<file path="config.mk">
export PLATFORM = sky130hd
export DESIGN_NAME = decode_exec_reg_way1
export DESIGN_NICKNAME = d
export VERILOG_FILES = /design/src/rtl/decode_exec_reg_way1_pkg.sv /design/src/rtl/decode_exec_reg_way1_skid_buffer.sv /design/src/rtl/decode_exec_reg_way1.sv
export SDC_FILE = /design/constraint.sdc
export NUM_CORES = 1
export LEC_CHECK = 0
export CAP_MARGIN = 15
export CORE_MARGIN = 4
export CORE_UTILIZATION = 40
export DETAILED_ROUTE_END_ITERATION = 16
export MAX_ROUTING_LAYER = met4
export PLACE_DENSITY = 0.66
export SETUP_SLACK_MARGIN = 0.2
export SLEW_MARGIN = 20
export SYNTH_ARGS = -nofsm -noshare
export SYNTH_HDL_FRONTEND = slang
export SYNTH_SLANG_ARGS = --single-unit
</file>
<file path="constraint.sdc">
create_clock -name clk -period 2.1 [get_ports clk]
set_input_delay 0.42 -clock clk [delete_from_list [all_inputs] [get_ports clk]]
set_output_delay 0.42 -clock clk [all_outputs]
set_load 0.01 [all_outputs]
</file>
<file path="src/rtl/decode_exec_reg_way1_pkg.sv">
// Shared decode/execute types: payload bundle, bundle width and skid FSM states.
// Optional macro INST_ADDR_TRACE_EN adds a 32-bit instruction address to the bundle.
package core_pkg;

    localparam int CORE_DATA_W = 64;
    localparam int CORE_PID_W  = 2;

    // Occupancy of a main+skid register pair.
    typedef enum logic [1:0] {
        EMPTY = 2'd0,
        ONE   = 2'd1,
        FULL  = 2'd2
    } skid_state_e;

    // Payload handed from the way1 decoder to the way1 execute unit (MSB first).
    typedef struct packed {
`ifdef INST_ADDR_TRACE_EN
        logic [31:0]              inst_addr;
`endif
        logic [4:0]               rd_addr;
        logic                     rd_write_enable;
        logic [CORE_DATA_W-1:0]   rs1_read_data;
        logic [CORE_DATA_W-1:0]   rs2_read_data;
        logic [CORE_DATA_W-1:0]   imm;
        logic [6:0]               op_code;
        logic [2:0]               funct3;
        logic [6:0]               funct7;
        logic [5:0]               shamt;
        logic [CORE_PID_W-1:0]    pid;
    } du_bundle_t;

    // 223 bits at the defaults, 255 with the trace address.
    localparam int DU_BUNDLE_W = $bits(du_bundle_t);

endpackage

</file>
<file path="src/rtl/decode_exec_reg_way1_skid_buffer.sv">
// Generic main+skid handshake register with flush.
// valid/ready: a transfer happens on a rising edge where valid and ready are both 1;
// ready_o is decoded from the state register only, so it never depends on ready_i.
module skid_buffer
    import core_pkg::*;
#(
    parameter int WIDTH = 8
) (
    input  logic             clk,
    input  logic             rst,
    input  logic             flush_i,
    input  logic             valid_i,
    output logic             ready_o,
    input  logic [WIDTH-1:0] data_i,
    output logic             valid_o,
    input  logic             ready_i,
    output logic [WIDTH-1:0] data_o,
    output skid_state_e      state_o
);

    skid_state_e      state_q, state_d;
    logic [WIDTH-1:0] main_q, skid_q;
    logic             in_fire, out_fire;
    logic             load_main, load_skid, main_from_skid;

    assign ready_o  = (state_q != FULL);
    assign valid_o  = (state_q != EMPTY);
    assign data_o   = main_q;
    assign state_o  = state_q;
    assign in_fire  = valid_i && ready_o && !flush_i;
    assign out_fire = valid_o && ready_i;

    // Next-state and register-load decode; flush empties both entries.
    always_comb begin
        state_d        = state_q;
        load_main      = 1'b0;
        load_skid      = 1'b0;
        main_from_skid = 1'b0;
        if (flush_i) begin
            state_d = EMPTY;
        end else begin
            case (state_q)
                EMPTY: begin
                    if (in_fire) begin
                        load_main = 1'b1;
                        state_d   = ONE;
                    end
                end
                ONE: begin
                    if (in_fire && out_fire) begin
                        load_main = 1'b1;
                    end else if (in_fire) begin
                        load_skid = 1'b1;
                        state_d   = FULL;
                    end else if (out_fire) begin
                        state_d   = EMPTY;
                    end
                end
                FULL: begin
                    if (out_fire) begin
                        main_from_skid = 1'b1;
                        state_d        = ONE;
                    end
                end
                default: state_d = EMPTY;
            endcase
        end
    end

    // State and payload registers; reset also clears the payload.
    always_ff @(posedge clk) begin
        if (rst) begin
            state_q <= EMPTY;
            main_q  <= '0;
            skid_q  <= '0;
        end else begin
            state_q <= state_d;
            if (load_main) begin
                main_q <= data_i;
            end else if (main_from_skid) begin
                main_q <= skid_q;
            end
            if (load_skid) begin
                skid_q <= data_i;
            end
        end
    end

endmodule

</file>
<file path="src/rtl/decode_exec_reg_way1.sv">
// Pipeline register between the way1 decoder and the way1 execute unit.
// Optional macro INST_ADDR_TRACE_EN carries a 32-bit instruction address alongside the payload.
module decode_exec_reg_way1
    import core_pkg::*;
#(
    parameter int DATA_W = 64,
    parameter int PID_W  = 2
) (
    input  logic              clk,
    input  logic              rst,
    input  logic              flush_i,
    input  logic              valid_i,
    output logic              ready_o,
    input  logic [4:0]        rdAddr_i,
    input  logic              rdWriteEnable_i,
    input  logic [DATA_W-1:0] rs1ReadData_i,
    input  logic [DATA_W-1:0] rs2ReadData_i,
    input  logic [DATA_W-1:0] imm_i,
    input  logic [6:0]        opCode_i,
    input  logic [2:0]        funct3_i,
    input  logic [6:0]        funct7_i,
    input  logic [5:0]        shamt_i,
    input  logic [PID_W-1:0]  way1_pID_i,
`ifdef INST_ADDR_TRACE_EN
    input  logic [31:0]       instAddr_i,
    output logic [31:0]       instAddr_o,
`endif
    output logic [4:0]        rdAddr_o,
    output logic              rdWriteEnable_o,
    output logic [DATA_W-1:0] rs1ReadData_o,
    output logic [DATA_W-1:0] rs2ReadData_o,
    output logic [DATA_W-1:0] imm_o,
    output logic [6:0]        opCode_o,
    output logic [2:0]        funct3_o,
    output logic [6:0]        funct7_o,
    output logic [5:0]        shamt_o,
    output logic [PID_W-1:0]  way1_pID_o,
    output logic              valid_o,
    input  logic              ready_i,
    output skid_state_e       state_o
);

`ifdef INST_ADDR_TRACE_EN
    localparam int TRACE_W = 32;
`else
    localparam int TRACE_W = 0;
`endif
    // Same field order as du_bundle_t, sized from this instance's parameters.
    localparam int BUNDLE_W = TRACE_W + 5 + 1 + 3 * DATA_W + 7 + 3 + 7 + 6 + PID_W;

    logic [BUNDLE_W-1:0] bundle_in, bundle_out;

`ifdef INST_ADDR_TRACE_EN
    assign bundle_in = {instAddr_i, rdAddr_i, rdWriteEnable_i, rs1ReadData_i, rs2ReadData_i,
                        imm_i, opCode_i, funct3_i, funct7_i, shamt_i, way1_pID_i};
    assign {instAddr_o, rdAddr_o, rdWriteEnable_o, rs1ReadData_o, rs2ReadData_o,
            imm_o, opCode_o, funct3_o, funct7_o, shamt_o, way1_pID_o} = bundle_out;
`else
    assign bundle_in = {rdAddr_i, rdWriteEnable_i, rs1ReadData_i, rs2ReadData_i,
                        imm_i, opCode_i, funct3_i, funct7_i, shamt_i, way1_pID_i};
    assign {rdAddr_o, rdWriteEnable_o, rs1ReadData_o, rs2ReadData_o,
            imm_o, opCode_o, funct3_o, funct7_o, shamt_o, way1_pID_o} = bundle_out;
`endif

    skid_buffer #(
        .WIDTH (BUNDLE_W)
    ) u_skid (
        .clk     (clk),
        .rst     (rst),
        .flush_i (flush_i),
        .valid_i (valid_i),
        .ready_o (ready_o),
        .data_i  (bundle_in),
        .valid_o (valid_o),
        .ready_i (ready_i),
        .data_o  (bundle_out),
        .state_o (state_o)
    );

endmodule
</file>
After elaboration in Yosys (flattened, before gate mapping). Cells that the tools add are included.

Register bits: 448. Input port bits: 228. Output and inout bits: 227. Logic and storage cells: 38.

Equality and inequality tests: 7. Multiplexer cells: 18. Reduce and logical (&&, ||, !) cells: 10.

Operators with widths (count): $mux W223 (2); $mux W2 (5); $mux W1 (9); $pmux W2 S3 (1); $logic_and A1 B1 Y1 (4); $ne A2 B1 Y1 const B (2); $ne A2 B2 Y1 const B (2); $reduce_and A4 Y1 (1); $reduce_bool A2 Y1 (2); $ne A3 B1 Y1 const B (1); $eq A2 B1 Y1 const B (1); $eq A2 B2 Y1 const B (1); $logic_not A2 Y1 (1); $pmux W1 S2 (1); $reduce_or A2 Y1 (1); $logic_not A1 Y1 (1).

Depth between registers and ports, before layout.
Depth in word-level cells: 8. Depth in mapped cells: 7. Gate-level depth less buffers: 3.

Worst setup path after synthesis. Ideal clock, no wire load.

Path type: register to register. Start point: register u_skid.state_q[1], in the netlist u_skid.state_o[1]. End point: register u_skid.main_q[182], in the netlist u_skid.data_o[182]. Arrival: 1.442 ns. Required time: 1.964 ns. Setup slack: 0.522 ns. Cell stages (with the launch flop): 8. Period minus slack after synthesis: 1.578 ns. Path through: dfxtp_1 > buf_6 > or3b_1 > buf_2 > buf_6 > buf_6 > nor3_2 > a311oi_2.

Longest elaborated chain between the ends: 8. Elaborated cells on any way between the ends: 18.

Ends and longest elaborated chain: from (decl) (line decode_exec_reg_way1_skid_buffer.sv:21) `skid_state_e state_q, state_d;`; from (signal assigned) (line decode_exec_reg_way1_skid_buffer.sv:77) `state_q <= state_d;`; $ne A2 B2 Y1 (line decode_exec_reg_way1_skid_buffer.sv:26) `assign ready_o = (state_q != FULL);`; $logic_and A1 B1 Y1 (2 in series) (line decode_exec_reg_way1_skid_buffer.sv:30) `assign in_fire = valid_i && ready_o && !flush_i;`; $logic_and A1 B1 Y1 (line decode_exec_reg_way1_skid_buffer.sv:50) `if (in_fire && out_fire) begin`; $mux W1 (line decode_exec_reg_way1_skid_buffer.sv:50); $pmux W1 S2 (line decode_exec_reg_way1_skid_buffer.sv:42) `case (state_q)`; $mux W1 (line decode_exec_reg_way1_skid_buffer.sv:39) `if (flush_i) begin`; $mux W223 or $reduce_bool A2 Y1 (tied branches); to (signal assigned) (line decode_exec_reg_way1_skid_buffer.sv:79) `main_q <= data_i;`; to (signal assigned) (line decode_exec_reg_way1_skid_buffer.sv:81) `main_q <= skid_q;`; to (decl) (line decode_exec_reg_way1_skid_buffer.sv:22) `logic [WIDTH-1:0] main_q, skid_q;`.

Parallel ways exist; a longest one is shown, timed or not. A chain may end at the register's enable or synchronous reset.

Worst setup path in the final report.
Start point: register u_skid.main_q[200], in the netlist u_skid.data_o[200]. End point: output rs1ReadData_o[47].

RTL lines: to (decl) (line decode_exec_reg_way1.sv:30) `output logic [DATA_W-1:0] rs1ReadData_o,`.

No word-level cell between the ends.

==> results_dict.tcl <==
set metrics [dict create \
    slowest_stage "clkdlybuf4s50_1" \
    dieArea_um2 54500 \
    wl_per_cell_um 19.6 \
    clock_sinks 448 \
    max_freq_mhz 540 \
    hold_violations 0 \
    grt_pass1_wl_mm 104 \
    regArea_um2 8980 \
    endpoint_kind "output port" \
    r2r_start "u_skid.state_o[1]" \
    layout_common_cells "447 x nand2_1, 446 x dfxtp_1, 231 x clkdlybuf4s50_1, 224 x a21oi_1" \
    rows 82 \
    yosysUniqueCellTypes 30 \
    cts_tree "yes" \
    dpl_cell_area_um2 26000 \
    critPathTopFamily "buffers and inverters" \
    worst-setup-path-type "flip-flop to output port" \
    fin_crit_ps 1850 \
    design_area_um2 27400 \
    status "completed" \
    grtUsageTotal_pct 23.9 \
    synth.avg_cell_area_um2 8.84 \
    synth_seq_cells 448 \
    postCtsHoldBufs 0 \
    fin_cells 3425 \
    whs_ps 264 \
    port_buffers 454 \
    hold-path-endpoint "u_skid.skid_q[190]" \
    yosysSeqAreaShare_pct 44.1 \
    drc_errors 0 \
    synth_nets 2530 \
    regToRegSetupSlack_ps 340 \
    clockBufferDepth 3 \
    tightest_slew_ps 428 \
    synth_ff_type "dfxtp_1" \
    timing.final.crit_share_pct 88.1 \
    rsz0062_at_grt "true" \
    crit_path_max_fanout 2 \
    reg2reg_depth 6 \
    hold_class "primary input to flip-flop" \
    path_buf_inv 1 \
    fill_cells 4525 \
    synth_edf_count 0 \
    slowest_delay_ps 540 \
    startpoint_type "flip-flop" \
    netlist_area_um2 20300 \
    clkTransAtPathRegs_ps 60 \
    setup_viol 0 \
    grt_pass1_vias 18900 \
    yosysWarnings 0 \
    cts_made_buffers 47 \
    dr.pass1.iters 5 \
    fp.dieH_um 234 \
    initial_utilization_pct 40.5 \
    final_common_cell "nand2_1" \
    hp-start "rst" \
    relSlewSlack_pct 71.5 \
    drive_above_1_share_pct 18.7 \
    cap_violations 0 \
    vias 19400 \
    critical_path_required_ps 1680 \
    routed_wl_mm 67.0 \
    globalplace.congestion 0.845 \
    crit_arrival_ps 1430 \
    post-place-cells 3329 \
    drv_slew 0 \
    synthArstFlopShare_pct 0 \
    detail-route-antenna-nets 0 \
    core-area_um2 50200 \
    drtIter0Drc 1610 \
    cts_root_buffer "clkbuf_16" \
    grt_max_degree 67 \
    io_pins 455 \
    clock_latency_ps 560 \
    r2r-end "u_skid.data_o[222]" \
    grt.overflow.total 0 \
    power_mw 20.2 \
    synth_cells 2302 \
    htreeDepth 2 \
    clock_skew_ps 12.2 \
    place_hpwl_mm 45.9 \
    peakVddDrop_mv 0.539 \
    vias_per_cell 5.67 \
    path_cells "clkdlybuf4s50_1" \
    min_delay_path_depth 2 \
    multi_input_area_um2 9540 \
    antenna_found_initial 6 \
    p_per_area_nw_per_um2 737 \
    fin_nets 2938 \
    area.growth.synth_to_final_pct 34.7 \
    power_leakage_nw 10.3 \
    die_w_um 234 \
    postLayoutCoreUtil_pct 54.6 \
]
## registers in the layout, indices dropped and copies added (netlist names)
register / count
u_skid.data_o: 223
u_skid.skid_q: 223
u_skid.state_o: 2
## per-layer routing
metal  global-route usage, %  wire length, um  vias to the layer above
li1                        -                -                     9144
met1                    30.4            28000                     9402
met2                    38.5            32500                      729
met3                    3.93             4220                      138
met4                    8.82             2250                        0
met5                       -                0                        -
## repair_timing
item / 4_1_cts / 5_1_grt
hold endpoints to repair: 0 / 0
setup endpoints to repair: 200 / 23
resized for setup: 204 / 23
buffers inserted: 0 / 4
## worst max path at each step
stage / from / endpoint / cells after the start
final: u_skid.data_o[200] / rs1ReadData_o[47] / 1
after floorplan: u_skid.state_o[1] / u_skid.data_o[182] / 7
after global placement: ready_i / u_skid.data_o[27] / 7
after global routing: u_skid.state_o[1] / valid_o / 2
after CTS: u_skid.state_o[1] / valid_o / 2
after detailed placement: ready_i / u_skid.data_o[66] / 7
## Yosys cell counts, types with 2 or more instances
master,n,area share [%]
dfxtp_1,448,44
nand2_1,447,8.2
a21oi_1,224,5.5
nand3_1,223,5.5
o21ai_1,223,5.5
nor3_2,217,11
a311oi_1,195,8.4
buf_6,81,4.5
clkbuf_1,78,1.4
buf_2,63,1.5
buf_4,39,1.4
a311oi_2,28,2.1
clkbuf_2,7,0.17
buf_1,6,0.11
nor3_1,6,0.15
nand2b_1,2,0.061
nor2_1,2,0.037
## cell families after synthesis
family / share of synthesized area [%]
flip-flops: 44.1
AO/OA/AOI/OAI: 21.5
multiplexers: 0.0492
buffers and inverters: 9.27
AND/OR/NAND/NOR: 25.1
## stage by stage
stage	setup WS [ps]	setup TNS, ps
5_1_grt	184	0
4_1_cts	116	0
3_3_place_gp	-46.7	-861
2_1_floorplan	522	0
3_5_place_dp	-103	-9490
6_report	249	0
## where the power goes
group	internal (mW)	leakage (nW)	switching, mW
clock	4.90	0.778	3.50
combinational	1.26	5.85	1.48
sequential	8.84	3.65	0.212
total	15.0	10.3	5.19
## final cells by class
type                            instances  share of cell area [%]
Antenna cell                            6                  0.0548
Tap cell                              672                    3.07
Multi-Input combinational cell       1579                    34.8
Clock inverter                         16                   0.489
Sequential cell                       448                    32.8
Timing Repair Buffer                  634                    23.7
Clock buffer                           70                    5.16
Power figures use the tool's default switching activity.
==> patch 1: new RTL, config.mk and constraints unchanged <==
Set the parameter `DATA_W` to 72 (it was 64).
--- a/src/rtl/decode_exec_reg_way1.sv
+++ b/src/rtl/decode_exec_reg_way1.sv
@@ -5,3 +5,3 @@
 #(
-    parameter int DATA_W = 64,
+    parameter int DATA_W = 72,
     parameter int PID_W  = 2
Interface: changed (6 resized); port bits go from 455 to 503. No check against the original RTL was run, so the function may have changed too.
==> patch 1 against the original RTL <==
  * Sequential share of layout area is 0.49 points higher
  * Total power increased by 12%
  * Clock power up 14%
  * Sequential cell count is 48 higher
  * Core utilization up 0.82 points
  * Combinational power up 7.7%
  * Routed wire length is 8.9% higher
  * Worst hold slack got worse by 74 ps
  * Count of clock-buffer cells in the layout increased by 6
  * Sequential power grew 10%
  * Worst setup slack better by 58 ps
  * Synthesized area is 7.3% higher
  * Cell area grew 9.1%
  * Synthesized cell count is 11% higher
  * Largest cell class unchanged
  * Highest routed layer unchanged
==> patch 1: results (changes against the original RTL) <==
[run_status]
status=completed

[critical_path]
crit_family=flip-flops
cp.arrival_ps=1370  ; -60 ps
critPathMaxFanout=7  ; +5
max_stage_delay_ps=370  ; -170 ps
startpoint=u_skid.state_o[1]

[place]
dp_worst_setup_slack_ps=-281  ; -178 ps
dp.final_hpwl_um=50000  ; +8.9%

[logic_synthesis]
synth_cell_types=29  ; -3.3%
synth_compound_area_share_pct=21.4  ; -0.15 points
syn_avg_cell_area_um2=8.58  ; -3.0%
synthTopCellsByArea=dfxtp_1, a311oi_1, nor3_2

[drt]
dr.first_iter.drc_count=1847  ; +15%
met2_length_um=35900  ; +10%
wl_met3_um=4380  ; +3.9%
routed_wl_um=72900  ; +8.9%

[cells_and_area]
nNonClkBuffers=682  ; +7.6%
multi_input_gates=1747  ; +11%
area_share_nonclk_buffers_pct=23.8  ; +0.13 points
final_nets=3232  ; +10%
fillers=4852  ; +7.2%
multi_input_area_share_pct=34.1  ; -0.76 points
clock_area_share_pct=5.96  ; +0.31 points
drive_gt1_share_pct=16.1  ; -2.6 points
instances_no_fill=3722  ; +8.7%

[global_routing]
antenna_found_initial=5  ; -1
groute.usage.overall_pct=24.3  ; +0.41 points
grt_pass1_wl_um=116000  ; +11%

[clocking]
worstSkewPairLatency_ps=590  ; +30 ps
cts_sinks=496  ; +11%
cts-buffers-inserted=53  ; +13%

[patch 1: timing repair]
action                                  4_1_cts  5_1_grt
gates cloned                                  0        0
buffers inserted                              0        5
endpoints found under the hold margin         0        0
gates resized for setup                     256        4
endpoints found under the setup margin      252        2
[patch 1: per-stage QoR]
| step | cell area (um^2) | TNS (ps) | power (mW) | utilization (%) | hold WS (ps) |
|---|---|---|---|---|---|
| 2_1_floorplan | 21800 | 0 | 11.5 | - | 454 |
| 3_3_place_gp | 28400 | -46720 | 13.4 | 52.6 | 458 |
| 3_5_place_dp | 28400 | -70020 | 13.4 | 52.6 | 465 |
| 4_1_cts | 29800 | 0 | 22.7 | 55.4 | 145 |
| 5_1_grt | 29900 | 0 | 23.4 | 55.4 | 170 |
| 6_report | 29900 | 0 | 22.6 | 55.4 | 190 |
[patch 1: final timing paths]
check,cells past startpoint,end,slack (ps)
setup / recovery,2,valid_o,310
hold / removal,2,u_skid.skid_q[14],190
setup reg to reg,6,u_skid.data_o[95],330
hold reg to reg,2,u_skid.data_o[131],470
==> patch 2: new RTL, config.mk and constraints unchanged <==
Made on the original files. Reset style: asynchronous (`rst`), changed in one clocked block.
--- a/src/rtl/decode_exec_reg_way1_skid_buffer.sv
+++ b/src/rtl/decode_exec_reg_way1_skid_buffer.sv
@@ -70,3 +70,3 @@
     // State and payload registers; reset also clears the payload.
-    always_ff @(posedge clk) begin
+    always_ff @(posedge clk or posedge rst) begin
         if (rst) begin
Function: differs if rst is asserted again (counterexample within 4 cycles, from zero or initial values and one cycle with rst high); with rst held inactive, the same outputs for 4 cycles.
==> patch 2 against the original RTL <==
  * Critical path type is now reg2reg
  * Clock skew grew 0.66 ps
  * Synthesized area shrank 8.1%
  * Cell area shrank 5.5%
  * Sequential cell count is the same
  * Synthesized cell count shrank 37%
  * Core utilization grew 1.9 points
  * Routed wire length shrank 22%
  * Count of clock-buffer cells in the layout grew 4
  * Total power grew 27%
  * Worst setup slack lost 74 ps
==> patch 2: results (changes against the original RTL) <==
[global_routing]
antenna_found_initial=3  ; -3
groute.usage.overall_pct=20.8  ; -3.1 points
grt_start_max_net_pins=103  ; +54%
grt_pass1_wl_um=81400  ; -22%
grt_pass1_vias=14302  ; -24%

[critical_path]
slowest_stage=dfrtp_2
timing.rr.start=u_skid.state_o[1]
max_stage_delay_ps=420  ; -120 ps
r2r-end=u_skid.data_o[59]
cp.arrival_ps=2360  ; +930 ps
r2r_slack_ps=180  ; -160 ps

[cells_and_area]
instances_no_fill=2581  ; -25%
drive_gt1_share_pct=23.0  ; +4.3 points
fillers=3888  ; -14%

[logic_synthesis]
syn_inst=1456  ; -37%
synth_common_cells=dfrtp_1, inv_1, o22ai_1, a21oi_2, mux2_1
synthArstFlopShare_pct=100  ; +100 points
yosysWarnings=0  ; unchanged
synthTopCellsByArea=dfrtp_1, o22ai_1, a21oi_2
ys.flop_type=dfrtp_1
synth_cell_types=26  ; -13%

[drt]
vias=13224  ; -32%
wl_per_cell_um=20.2  ; +3.5%
dr.first_iter.drc_count=608  ; -62%

[place]
gp_congestion=0.809  ; -4.3%
dp.final_hpwl_um=35800  ; -22%

[run_status]
status=completed

[min_path]
min-delay-path-class=in2async

[pwr]
ir_drop_mv=0.693  ; +29%
p_leak_nw=12.2  ; +19%

[sta]
holdWs_ps=292  ; +28.1 ps
relSlewSlack_pct=54.8  ; -17 points

[clocking]
cts-buffers-inserted=49  ; +4.3%

## patch 2: cell types whose count changed after synthesis, moves of 223 or more
cell	change
dfrtp_1	+448
dfxtp_1	-448
nand2_1	-443
inv_1	+223
nand3_1	-223
o21ai_1	-223
## patch 2: worst max path at each step
stage                              end  slack (ps)  depth (start not counted)         startpoint
finish               u_skid.data_o[59]         180                          7  u_skid.state_o[1]
global route         u_skid.data_o[92]         100                          7  u_skid.state_o[1]
CTS                            valid_o         160                          2  u_skid.state_o[1]
detailed placement  u_skid.skid_q[133]        -110                          6            flush_i
global placement    u_skid.skid_q[133]        -140                          6            flush_i
floorplan             u_skid.data_o[0]       -4380                          1                rst
## patch 2: what timing repair did
item / CTS / global route
buffers inserted: 4 / 5
gates resized for setup: 229 / 39
setup endpoints to repair: 219 / 153
hold buffers: 0 / 0
gates cloned: 0 / 0
pin swaps: 0 / 1
## patch 2: kinds of logic (layout without fill, tap and decap cells)
| family | after synthesis | count (layout) | synth area share (%) |
|---|---|---|---|
| flops | 448 | 448 | 60.0 |
| compound gates | 447 | 447 | 16.4 |
| buf+inv | 320 | 842 | 8.33 |
| mux | 225 | 225 | 14.7 |
| simple gates | 15 | 15 | 0.475 |
| xor+xnor | 1 | 1 | 0.0469 |
| other cells | 0 | 3 | 0 |
## patch 2: layout make-up
| cell class | count | area share, % |
|---|---|---|
| Antenna cell | 3 | 0.0290 |
| Clock buffer | 74 | 5.81 |
| Clock inverter | 12 | 0.561 |
| Inverter | 223 | 3.25 |
| Multi-Input combinational cell | 688 | 23.7 |
| Sequential cell | 448 | 43.3 |
| Tap cell | 600 | 2.90 |
| Timing Repair Buffer | 533 | 20.5 |
## patch 2: worst register-to-register path: cells and delay by family, from the launching register on
kind / cells / cell delay (ps)
AND/OR/NAND/NOR: 2 / 310
AO/OA/AOI/OAI: 2 / 530
flip-flops: 1 / 420
buffers and inverters: 3 / 530
## patch 2: power breakdown
| part | internal [mW] | total, mW | switching [mW] |
|---|---|---|---|
| clock network | 5.28 | 8.69 | 3.41 |
| logic | 2.85 | 5.15 | 2.30 |
| registers | 10.6 | 11.8 | 1.17 |
## patch 2: per-layer routing
| metal | vias to the layer above | part of all wire, % | wire length (um) | track usage, % |
|---|---|---|---|---|
| li1 | 6038 | - | - | - |
| met1 | 6718 | 41 | 21400 | 25.7 |
| met5 | - | 0 | 0 | - |
| met4 | 0 | 3.0 | 1590 | 6.98 |
| met3 | 84 | 7.4 | 3880 | 6.11 |
| met2 | 384 | 48 | 25300 | 33.1 |
## patch 2: through the flow
step                      setup WS (ps)  power, mW  cell area (um^2)
after CTS                           156       25.9             25600
after global routing                103       26.9             25900
after detailed placement           -109       17.6             24200
after global placement             -137       17.3             24200
final                               176       25.7             25900
after floorplan                   -4380       14.6             18700
